==> src/rtl/interrupt_ctrl.sv <==
// Machine-mode interrupt controller: registers MEIP/MTIP/MSIP, prioritises and hands one trap
// at a time to the pipeline. Define IRQ_SYNC_EN to add a 2-flop synchronizer on ext_irq.
module interrupt_ctrl #(
  parameter logic [31:0] MIP_MASK = 32'h0000_0888
) (
  input  logic        clk,
  input  logic        rst_n,
  input  logic [31:0] mie,
  input  logic        mstatus_mie,
  input  logic        ext_irq,
  input  logic        timer_irq,
  input  logic        sw_irq,
  input  logic        irq_ack,
  input  logic        mret,
  output logic [31:0] mip,
  output logic        irq_req,
  output logic [31:0] irq_cause,
  output logic        irq_active
);

  localparam logic [1:0] IDLE = 2'd0;
  localparam logic [1:0] REQ  = 2'd1;
  localparam logic [1:0] TRAP = 2'd2;

  localparam logic [31:0] CAUSE_MEI = 32'h8000_000B;
  localparam logic [31:0] CAUSE_MSI = 32'h8000_0003;
  localparam logic [31:0] CAUSE_MTI = 32'h8000_0007;

  logic        ext_src;
  logic        ext_pend_q, tmr_pend_q, sw_pend_q;
  logic [31:0] pend_vec;
  logic [31:0] eligible;
  logic [31:0] win_cause;
  logic [1:0]  state_q, state_d;
  logic [31:0] cause_q, cause_d;

`ifdef IRQ_SYNC_EN
  logic [1:0] ext_sync_q;

  always_ff @(posedge clk or negedge rst_n) begin
    if (!rst_n) begin
      ext_sync_q <= 2'b00;
    end else begin
      ext_sync_q <= {ext_sync_q[0], ext_irq};
    end
  end

  assign ext_src = ext_sync_q[1];
`else
  assign ext_src = ext_irq;
`endif

  always_ff @(posedge clk or negedge rst_n) begin
    if (!rst_n) begin
      ext_pend_q <= 1'b0;
      tmr_pend_q <= 1'b0;
      sw_pend_q  <= 1'b0;
    end else begin
      ext_pend_q <= ext_src;
      tmr_pend_q <= timer_irq;
      sw_pend_q  <= sw_irq;
    end
  end

  always_comb begin
    pend_vec     = '0;
    pend_vec[11] = ext_pend_q;
    pend_vec[7]  = tmr_pend_q;
    pend_vec[3]  = sw_pend_q;
  end

  assign mip      = pend_vec & MIP_MASK;
  assign eligible = mip & mie & {32{mstatus_mie}};

  // Fixed priority: MSI deliberately ranks above MTI.
  always_comb begin
    win_cause = CAUSE_MTI;
    if (eligible[11]) begin
      win_cause = CAUSE_MEI;
    end else if (eligible[3]) begin
      win_cause = CAUSE_MSI;
    end
  end

  always_comb begin
    state_d = state_q;
    cause_d = cause_q;
    case (state_q)
      IDLE: begin
        if (eligible != '0) begin
          state_d = REQ;
          cause_d = win_cause;
        end
      end
      REQ: begin
        // Ack wins over a simultaneous withdrawal.
        if (irq_ack) begin
          state_d = TRAP;
        end else if (eligible == '0) begin
          state_d = IDLE;
        end
      end
      TRAP: begin
        if (mret) begin
          state_d = IDLE;
        end
      end
      default: state_d = IDLE;
    endcase
  end

  always_ff @(posedge clk or negedge rst_n) begin
    if (!rst_n) begin
      state_q <= IDLE;
      cause_q <= '0;
    end else begin
      state_q <= state_d;
      cause_q <= cause_d;
    end
  end

  assign irq_req    = (state_q == REQ);
  assign irq_active = (state_q == TRAP);
  assign irq_cause  = cause_q;

endmodule

==> config.mk <==
export PLATFORM = sky130hd
export DESIGN_NAME = interrupt_ctrl
export DESIGN_NICKNAME = d
export VERILOG_FILES = /design/src/rtl/interrupt_ctrl.sv
export SDC_FILE = /design/constraint.sdc
export NUM_CORES = 1
export LEC_CHECK = 0
export CAP_MARGIN = 0
export CORE_MARGIN = 3
export CORE_UTILIZATION = 22
export CTS_BUF_LIST = sky130_fd_sc_hd__clkbuf_16
export CTS_CLUSTER_SIZE = 25
export DETAILED_ROUTE_END_ITERATION = 7
export PLACE_DENSITY = 0.86
export SLEW_MARGIN = 20
export SYNTH_ARGS = -nofsm -noshare
export SYNTH_HDL_FRONTEND = slang
export SYNTH_SLANG_ARGS = --single-unit
==> constraint.sdc <==
create_clock -name clk -period 1.1 [get_ports clk]
set_input_delay 0.22 -clock clk [delete_from_list [all_inputs] [get_ports clk]]
set_output_delay 0.22 -clock clk [all_outputs]
set_load 0.03 [all_outputs]
==> flow_summary.json, run 1 <==
{
  "r2r_end": "irq_cause[3]",
  "p_total_uw": 1460,
  "clk_pin_slew_ns": 0.04,
  "synth.avg_cell_area_um2": 8.93,
  "yosysUniqueCellTypes": 17,
  "hold_path.class": "in2async",
  "synth_commonest_cells": "buf_4 (61), dfrtp_1 (8), nand2_1 (2), nor2b_1 (2)",
  "syn2layout_area_growth_pct": 16.6,
  "timing.hold.ws_ns": 0.270,
  "reg2reg_depth": 3,
  "wl_mm": 1.21,
  "grt_max_degree": 9,
  "cts_tree": "built",
  "finClkSkew_ns": 0.000752,
  "setup_ws_ns": -0.0981,
  "drc": 0,
  "antenna_found_initial": 0,
  "htree_levels": 1,
  "place_inst": 148,
  "cp_slowest_stage_delay_ns": 0.43,
  "dr.pass1.iters": 4,
  "grt_usage_pct": 4.68,
  "cp.required_ns": 0.88,
  "leakagePower_uw": 0.000470,
  "timing.rr.start": "state_q[1]",
  "synthArstFlopShare_pct": 100,
  "ys_warn_count": 0,
  "hold_buffers": 0,
  "synth_cells": 86,
  "p_per_area_nw_per_um2": 1630,
  "gp_congestion": 0.622,
  "rsz0062_at_grt": "yes",
  "die_area_um2": 4240,
  "rows": 20,
  "period_share_pct": 109,
  "wl_per_cell_um": 8.01,
  "outcome": "complete, but fails checks",
  "hold_viol": 0,
  "synth.area.top_cells": "buf_4 (60%), dfrtp_1 (26%), nor2b_1 (1.6%)",
  "drv_cap": 0,
  "fill_cells": 353,
  "synth_most_common_cell": "buf_4",
  "core_um2": 3180,
  "grt_pass1_vias": 318,
  "cp-end-kind": "output port",
  "yosysTopAreaCellShare_pct": 59.6,
  "fmax_mhz": 835,
  "vias_per_cell": 2.85,
  "grt_pass1_wl_mm": 1.41,
  "synth_edf_count": 0,
  "syn_area_um2": 768,
  "critical_path.slowest_cell": "dfrtp_2",
  "final_cells": 151,
  "die_w_um": 65.1,
  "fp.dieH_um": 65.1,
  "clkSinkCount": 8,
  "ys.flop_type": "dfrtp_1",
  "initial_core_util_pct": 24.2,
  "start_kind": "register",
  "nNetsFinal": 149,
  "ys_seq_area_share_pct": 26.1,
  "rrSetupSlack_ns": -0.03,
  "ir_worst_vdd_uv": 422,
  "vias": 431,
  "crit_chain": "nor2b_2 > buf_12",
  "critPathArrivalTime_ns": 0.98,
  "utilization_pct": 28.2,
  "multiInputGateArea_um2": 327,
  "grt-ovfl-total": 0,
  "ant_nets": 0,
  "setup_viol": 4,
  "critical_path_class": "reg2out",
  "synth_seq_cells": 8,
  "cts_inserted_buffers": 3,
  "finalCriticalPeriod_ns": 1.20,
  "drive_gt1_share_pct": 20.6,
  "final_max_slew_viol_count": 0,
  "violations": "negative setup slack",
  "insertion_delay_ns": 0.23,
  "n_antenna_cell": 0,
  "cts.path.max_buffers": 2,
  "yosys.area.top_type": "buf_4",
  "drt_iter0_drc": 16,
  "ff_latch_area_um2": 203,
  "port_buffers": 20,
  "post-dp-hpwl_mm": 1.05,
  "ios": 106,
  "clockRootBuffer": "clkbuf_16",
  "worstPathMaxFanout": 5
}
-- critical path, delay by kind of cell, from the launching register on --
family / cells / cell delay [ns]
flops: 1 / 0.43
simple gates: 1 / 0.18
buf+inv: 1 / 0.13
-- metrics by stage --
step	TNS, ns	setup WS, ns	instance area, µm²
CTS	-0.260	-0.114	891
global placement	-1.08	-0.302	805
global route	-0.574	-0.118	896
floorplan	0	0.0226	977
finish	-0.229	-0.0981	896
detailed placement	-1.06	-0.283	805
-- final cells by class --
class	count	share of cell area (%)
multi-input combinational	72	36.5
timing repair buffer	24	26.4
sequential	8	22.6
clock buffer	3	8.38
tap	44	6.15
-- cells by family after synthesis --
family,share of synthesized area (%)
buffers and inverters,59.6
flip-flops,26.1
other,0.488
AO/OA/AOI/OAI,6.35
AND/OR/NAND/NOR,7.49
-- metal layers --
layer	vias to the layer above	wire [µm]	track usage, %
met5	-	0	0
met4	0	36	4.66
met3	5	197	2.05
met2	41	614	6.77
met1	184	361	4.95
li1	201	-	-
-- layout by cell type (no fill, tap or decap) --
cell,n
conb_1,56
buf_4,10
clkdlybuf4s50_1,9
dfrtp_1,6
clkbuf_16,3
nand2_1,2
buf_12,2
buf_6,2
dfrtp_2,2
nor2b_2,1
nor2b_4,1
a222oi_1,1
nor4bb_1,1
nor3b_1,1
nand3_1,1
or3b_1,1
o21ai_1,1
nand2b_1,1
o21ai_0,1
a22o_2,1
a31oi_1,1
a21oi_1,1
o21bai_1,1
dlygate4sd2_1,1
-- state kept, by name (all words and copies together) (netlist names) --
| register | count |
|---|---|
| state_q | 2 |
| irq_cause | 3 |
| sw_pend_q | 1 |
| ext_pend_q | 1 |
| tmr_pend_q | 1 |
-- worst max path at each step --
stage	startpoint	to	slack [ns]	cells after the start
floorplan	state_q[0]	irq_req	0.02	1
global placement	mie[11]	irq_cause[1]	-0.30	4
detailed placement	mie[11]	irq_cause[1]	-0.28	4
CTS	state_q[1]	irq_active	-0.11	2
global route	state_q[0]	irq_req	-0.12	2
finish	state_q[0]	irq_req	-0.1	2
-- timing repair --
action	4_1_cts	5_1_grt
buffers inserted	0	0
gates resized for setup	5	2
pin swaps	1	1
hold endpoints to repair	0	0
endpoints found under the setup margin	6	7
-- power by group --
group          leakage [µW]  internal [µW]  switching, µW
registers         0.0000924            328           26.5
logic              0.000341            133            373
clock network     0.0000370            468            135
(Power assumes the default switching activity.)
==> run 2: changes to the inputs <==
--- a/config.mk
+++ b/config.mk
@@ -6,9 +6,11 @@
 export NUM_CORES = 1
 export LEC_CHECK = 0
 export CAP_MARGIN = 0
+export CORE_ASPECT_RATIO = 1.75
 export CORE_MARGIN = 3
 export CORE_UTILIZATION = 22
 export CTS_BUF_LIST = sky130_fd_sc_hd__clkbuf_16
+export CTS_CLUSTER_DIAMETER = 100
 export CTS_CLUSTER_SIZE = 25
 export DETAILED_ROUTE_END_ITERATION = 7
 export PLACE_DENSITY = 0.86
==> flow_summary.json, run 2 (synthesis gave the netlist of run 1 again) <==
{
  "outcome": "complete, but fails checks",
  "violations": "negative setup slack",
  "final_cells": 152,
  "hold_path.class": "in2async",
  "p_seq_share_pct": 24.1,
  "cts_tree": "built",
  "vias_per_cell": 3.03,
  "fmax_mhz": 858,
  "worstPathMaxFanout": 5,
  "cts.path.max_buffers": 2,
  "core_um2": 3240,
  "rsz0062_at_grt": "yes",
  "clk_pin_slew_ns": 0.04,
  "place_inst": 147,
  "nNetsFinal": 151,
  "grt_pass1_wl_mm": 1.61,
  "cp-end-kind": "output port",
  "n_antenna_cell": 0,
  "setup_tns_ns": -0.162,
  "grt_usage_pct": 5.27,
  "ant_nets": 0,
  "htree_levels": 1,
  "gp_congestion": 0.734,
  "rows": 27,
  "finalCriticalPeriod_ns": 1.17,
  "cp.required_ns": 0.88,
  "wl_per_cell_um": 8.08,
  "clockRootBuffer": "clkbuf_16",
  "hold_viol": 0,
  "drv_cap": 0,
  "clkPwrFrac_pct": 39.9,
  "port_buffers": 20,
  "start_kind": "register",
  "die_area_um2": 4270,
  "drive_gt1_share_pct": 22.9,
  "p_switching_uw": 528,
  "grt_max_degree": 9,
  "drc": 0,
  "sw_frac_of_total_pct": 35.8,
  "critical_path_class": "reg2out",
  "final_max_slew_viol_count": 0,
  "p_per_area_nw_per_um2": 1570,
  "syn2layout_area_growth_pct": 22.1,
  "ir_worst_vdd_uv": 699,
  "fill_cells": 372,
  "ios": 106,
  "period_share_pct": 106,
  "internal_power_uw": 947,
  "antenna_found_initial": 0,
  "clkSinkCount": 8,
  "drt_iter0_drc": 12,
  "cts_inserted_buffers": 3,
  "dr.pass1.iters": 4,
  "grt_pass1_vias": 339,
  "p_total_uw": 1470,
  "rrSetupSlack_ns": -0.04,
  "setup_ws_ns": -0.0655,
  "grt-ovfl-total": 0,
  "vias": 461,
  "final_common_cell": "conb_1",
  "insertion_delay_ns": 0.23,
  "final_cell_mix": "conb_1 (56), buf_4 (8), clkdlybuf4s50_1 (7)",
  "dpl_cell_area_um2": 816,
  "leakagePower_uw": 0.000493,
  "critPathArrivalTime_ns": 0.95,
  "die_w_um": 50.7,
  "final_cell_area_um2": 938,
  "initial_core_util_pct": 23.7,
  "wl_mm": 1.23,
  "fp.dieH_um": 84.2,
  "finClkSkew_ns": 0.00199,
  "setup_viol": 3,
  "hold_buffers": 0,
  "p_comb_share_pct": 35.9,
  "largest_reg_flops": 3
}
run 2: timing repair:
action / in CTS / in global routing
endpoints found under the setup margin: 8 / 8
buffers inserted: 2 / 1
hold endpoints to repair: 0 / 0
pin swaps: 6 / 2
gates resized for setup: 11 / 3
run 2: area by class of cell:
type,count,area (µm²),area share (%)
multi-input combinational,72,334,35.6
clock buffer,3,75.1,8.00
tap,43,53.8,5.73
timing repair buffer,26,273,29.1
sequential,8,203,21.6
run 2: stage by stage:
step	hold slack, ns	utilization (%)	setup WS [ns]
after global routing	0.302	28.9	-0.115
after detailed placement	0.483	25.2	-0.321
after CTS	0.293	28.4	-0.0677
after floorplan	-0.0756	-	0.0226
final	0.280	28.9	-0.0655
after global placement	0.479	25.2	-0.292
run 2: path summary, 6_finish.rpt:
path,start,to,cells past startpoint
min in group clk,mstatus_mie,state_q[0],2
max in group asynchronous,rst_n,state_q[1],1
max reg2reg,state_q[0],irq_cause[3],3
min,rst_n,sw_pend_q,1
min reg2reg,irq_cause[3],irq_cause[3],2
max,state_q[1],irq_active,2
run 2: power by group through the flow:
| stage | Combinational, µW | Sequential, µW | Clock [µW] |
|---|---|---|---|
| floorplan | 484 | 386 | 0 |
| global placement | 504 | 353 | 0 |
| detailed placement | 507 | 354 | 0 |
| CTS | 523 | 356 | 604 |
| global route | 555 | 363 | 620 |
| finish | 530 | 356 | 589 |
run 2: critical path, stage by stage (launching register included):
cell	delay, ns
dfrtp_2	0.40
nor2b_4	0.19
buf_12	0.13
run 2: routing by layer:
metal	track usage, %	vias to the layer above	part of all wire, %
met2	7.74	58	48
met1	5.33	196	26
met3	2.84	2	25
met5	0	-	0
met4	4.41	0	1.4
li1	-	205	-
==> run 3: changes to the inputs <==
--- a/config.mk
+++ b/config.mk
@@ -14,7 +14,9 @@
 export CTS_CLUSTER_SIZE = 25
 export DETAILED_ROUTE_END_ITERATION = 7
 export PLACE_DENSITY = 0.86
+export SETUP_SLACK_MARGIN = 0.2
 export SLEW_MARGIN = 20
 export SYNTH_ARGS = -nofsm -noshare
 export SYNTH_HDL_FRONTEND = slang
 export SYNTH_SLANG_ARGS = --single-unit
+export TNS_END_PERCENT = 100
==> flow_summary.json, run 3 (synthesis gave the netlist of run 1 again) <==
{
  "grt_max_degree": 9,
  "drt_iter0_drc": 7,
  "cp.required_ns": 1.22,
  "n_antenna_cell": 0,
  "crit_path_start": "state_q[0]",
  "vias_per_cell": 3.17,
  "hold_buffers": 0,
  "insertion_delay_ns": 0.23,
  "setup_viol": 6,
  "initial_core_util_pct": 23.7,
  "finalCriticalPeriod_ns": 1.22,
  "cp_slowest_stage_delay_ns": 0.39,
  "grt_pass1_wl_mm": 1.95,
  "ios": 106,
  "core_um2": 3240,
  "cts_inserted_buffers": 3,
  "rows": 27,
  "final_common_cell": "conb_1",
  "setup_tns_ns": -0.428,
  "nNetsFinal": 154,
  "path_buf_inv": 1,
  "critical_path.slowest_cell": "or3b_4",
  "gp_congestion": 0.637,
  "outcome": "complete, but fails checks",
  "worstPathMaxFanout": 2,
  "crit_chain": "buf_4 > or3b_4 > o21ai_2 > nand2_1",
  "antenna_found_initial": 0,
  "period_share_pct": 111,
  "violations": "negative setup slack",
  "clkSinkCount": 8,
  "drc": 0,
  "hold_path.class": "in2async",
  "cp-end-kind": "register",
  "cts_tree": "built",
  "grt-ovfl-total": 0,
  "vias": 494,
  "dr.pass1.iters": 5,
  "wl_mm": 1.47,
  "final_max_slew_viol_count": 0,
  "timing.rr.start": "state_q[0]",
  "grt_pass1_vias": 407,
  "fp.dieH_um": 84.2,
  "critPathArrivalTime_ns": 1.34,
  "final_cell_mix": "conb_1 (56), buf_6 (10), clkdlybuf4s50_1 (7)",
  "critical_path_class": "reg2reg",
  "p_per_area_nw_per_um2": 1570,
  "clockRootBuffer": "clkbuf_16",
  "start_kind": "register",
  "fmax_mhz": 818,
  "finClkSkew_ns": 0.00616,
  "largest_reg_flops": 3,
  "ir_worst_vdd_uv": 1290,
  "wl_per_cell_um": 9.45,
  "hold_viol": 0,
  "drv_cap": 0,
  "crit_family": "simple AND/OR/NAND/NOR gates",
  "htree_levels": 1,
  "drive_gt1_share_pct": 26.5,
  "leakagePower_uw": 0.000524,
  "grt_usage_pct": 6.66,
  "rsz0062_at_grt": "yes",
  "setup_ws_ns": -0.122,
  "die_area_um2": 4270,
  "fill_cells": 364,
  "utilization_pct": 30.6,
  "dp_slack_ns": -0.299,
  "port_buffers": 20,
  "cts.path.max_buffers": 2,
  "ant_nets": 0,
  "timing.hold.ws_ns": 0.277,
  "syn2layout_area_growth_pct": 29.3,
  "die_w_um": 50.7,
  "clk_pin_slew_ns": 0.04
}
run 3: path summary, 6_finish.rpt:
path / end / slack [ns] / cells after the start
setup / recovery: irq_cause[3] / -0.12 / 4
hold / removal: irq_cause[2] / 0.28 / 1
setup reg to reg: irq_cause[3] / -0.12 / 4
hold reg to reg: state_q[0] / 0.55 / 1
max in group asynchronous: irq_cause[1] / 0.53 / 1
min in group clk: irq_cause[3] / 0.42 / 3
run 3: report_power, final:
group	leakage (µW)	internal, µW	switching [µW]
Combinational	0.000388	192	394
Sequential	0.0000934	328	29.6
Clock	0.0000423	473	143
Total	0.000524	993	567
run 3: per-stage QoR:
stage	std cells	power [µW]	area (µm²)
2_1_floorplan	141	871	981
3_3_place_gp	148	861	827
3_5_place_dp	148	865	827
4_1_cts	155	1540	980
5_1_grt	156	1640	993
6_report	156	1560	993
run 3: layout make-up:
cell class | count | area (µm²) | area share (%)
timing repair buffer | 29 | 314 | 31.6
clock buffer | 3 | 75.1 | 7.56
multi-input combinational | 72 | 344 | 34.6
tap | 43 | 53.8 | 5.42
clock inverter | 1 | 3.75 | 0.378
sequential | 8 | 203 | 20.4
run 3: per-layer routing:
metal	wire length (µm)	global-route usage, %
met3	294	3.73
met1	397	5.43
met4	25	4.41
met2	757	11.7
met5	0	0
run 3: what timing repair did:
item,4_1_cts,5_1_grt
setup endpoints to repair,15,15
buffers inserted,3,1
pin swaps,2,1
resized for setup,17,2
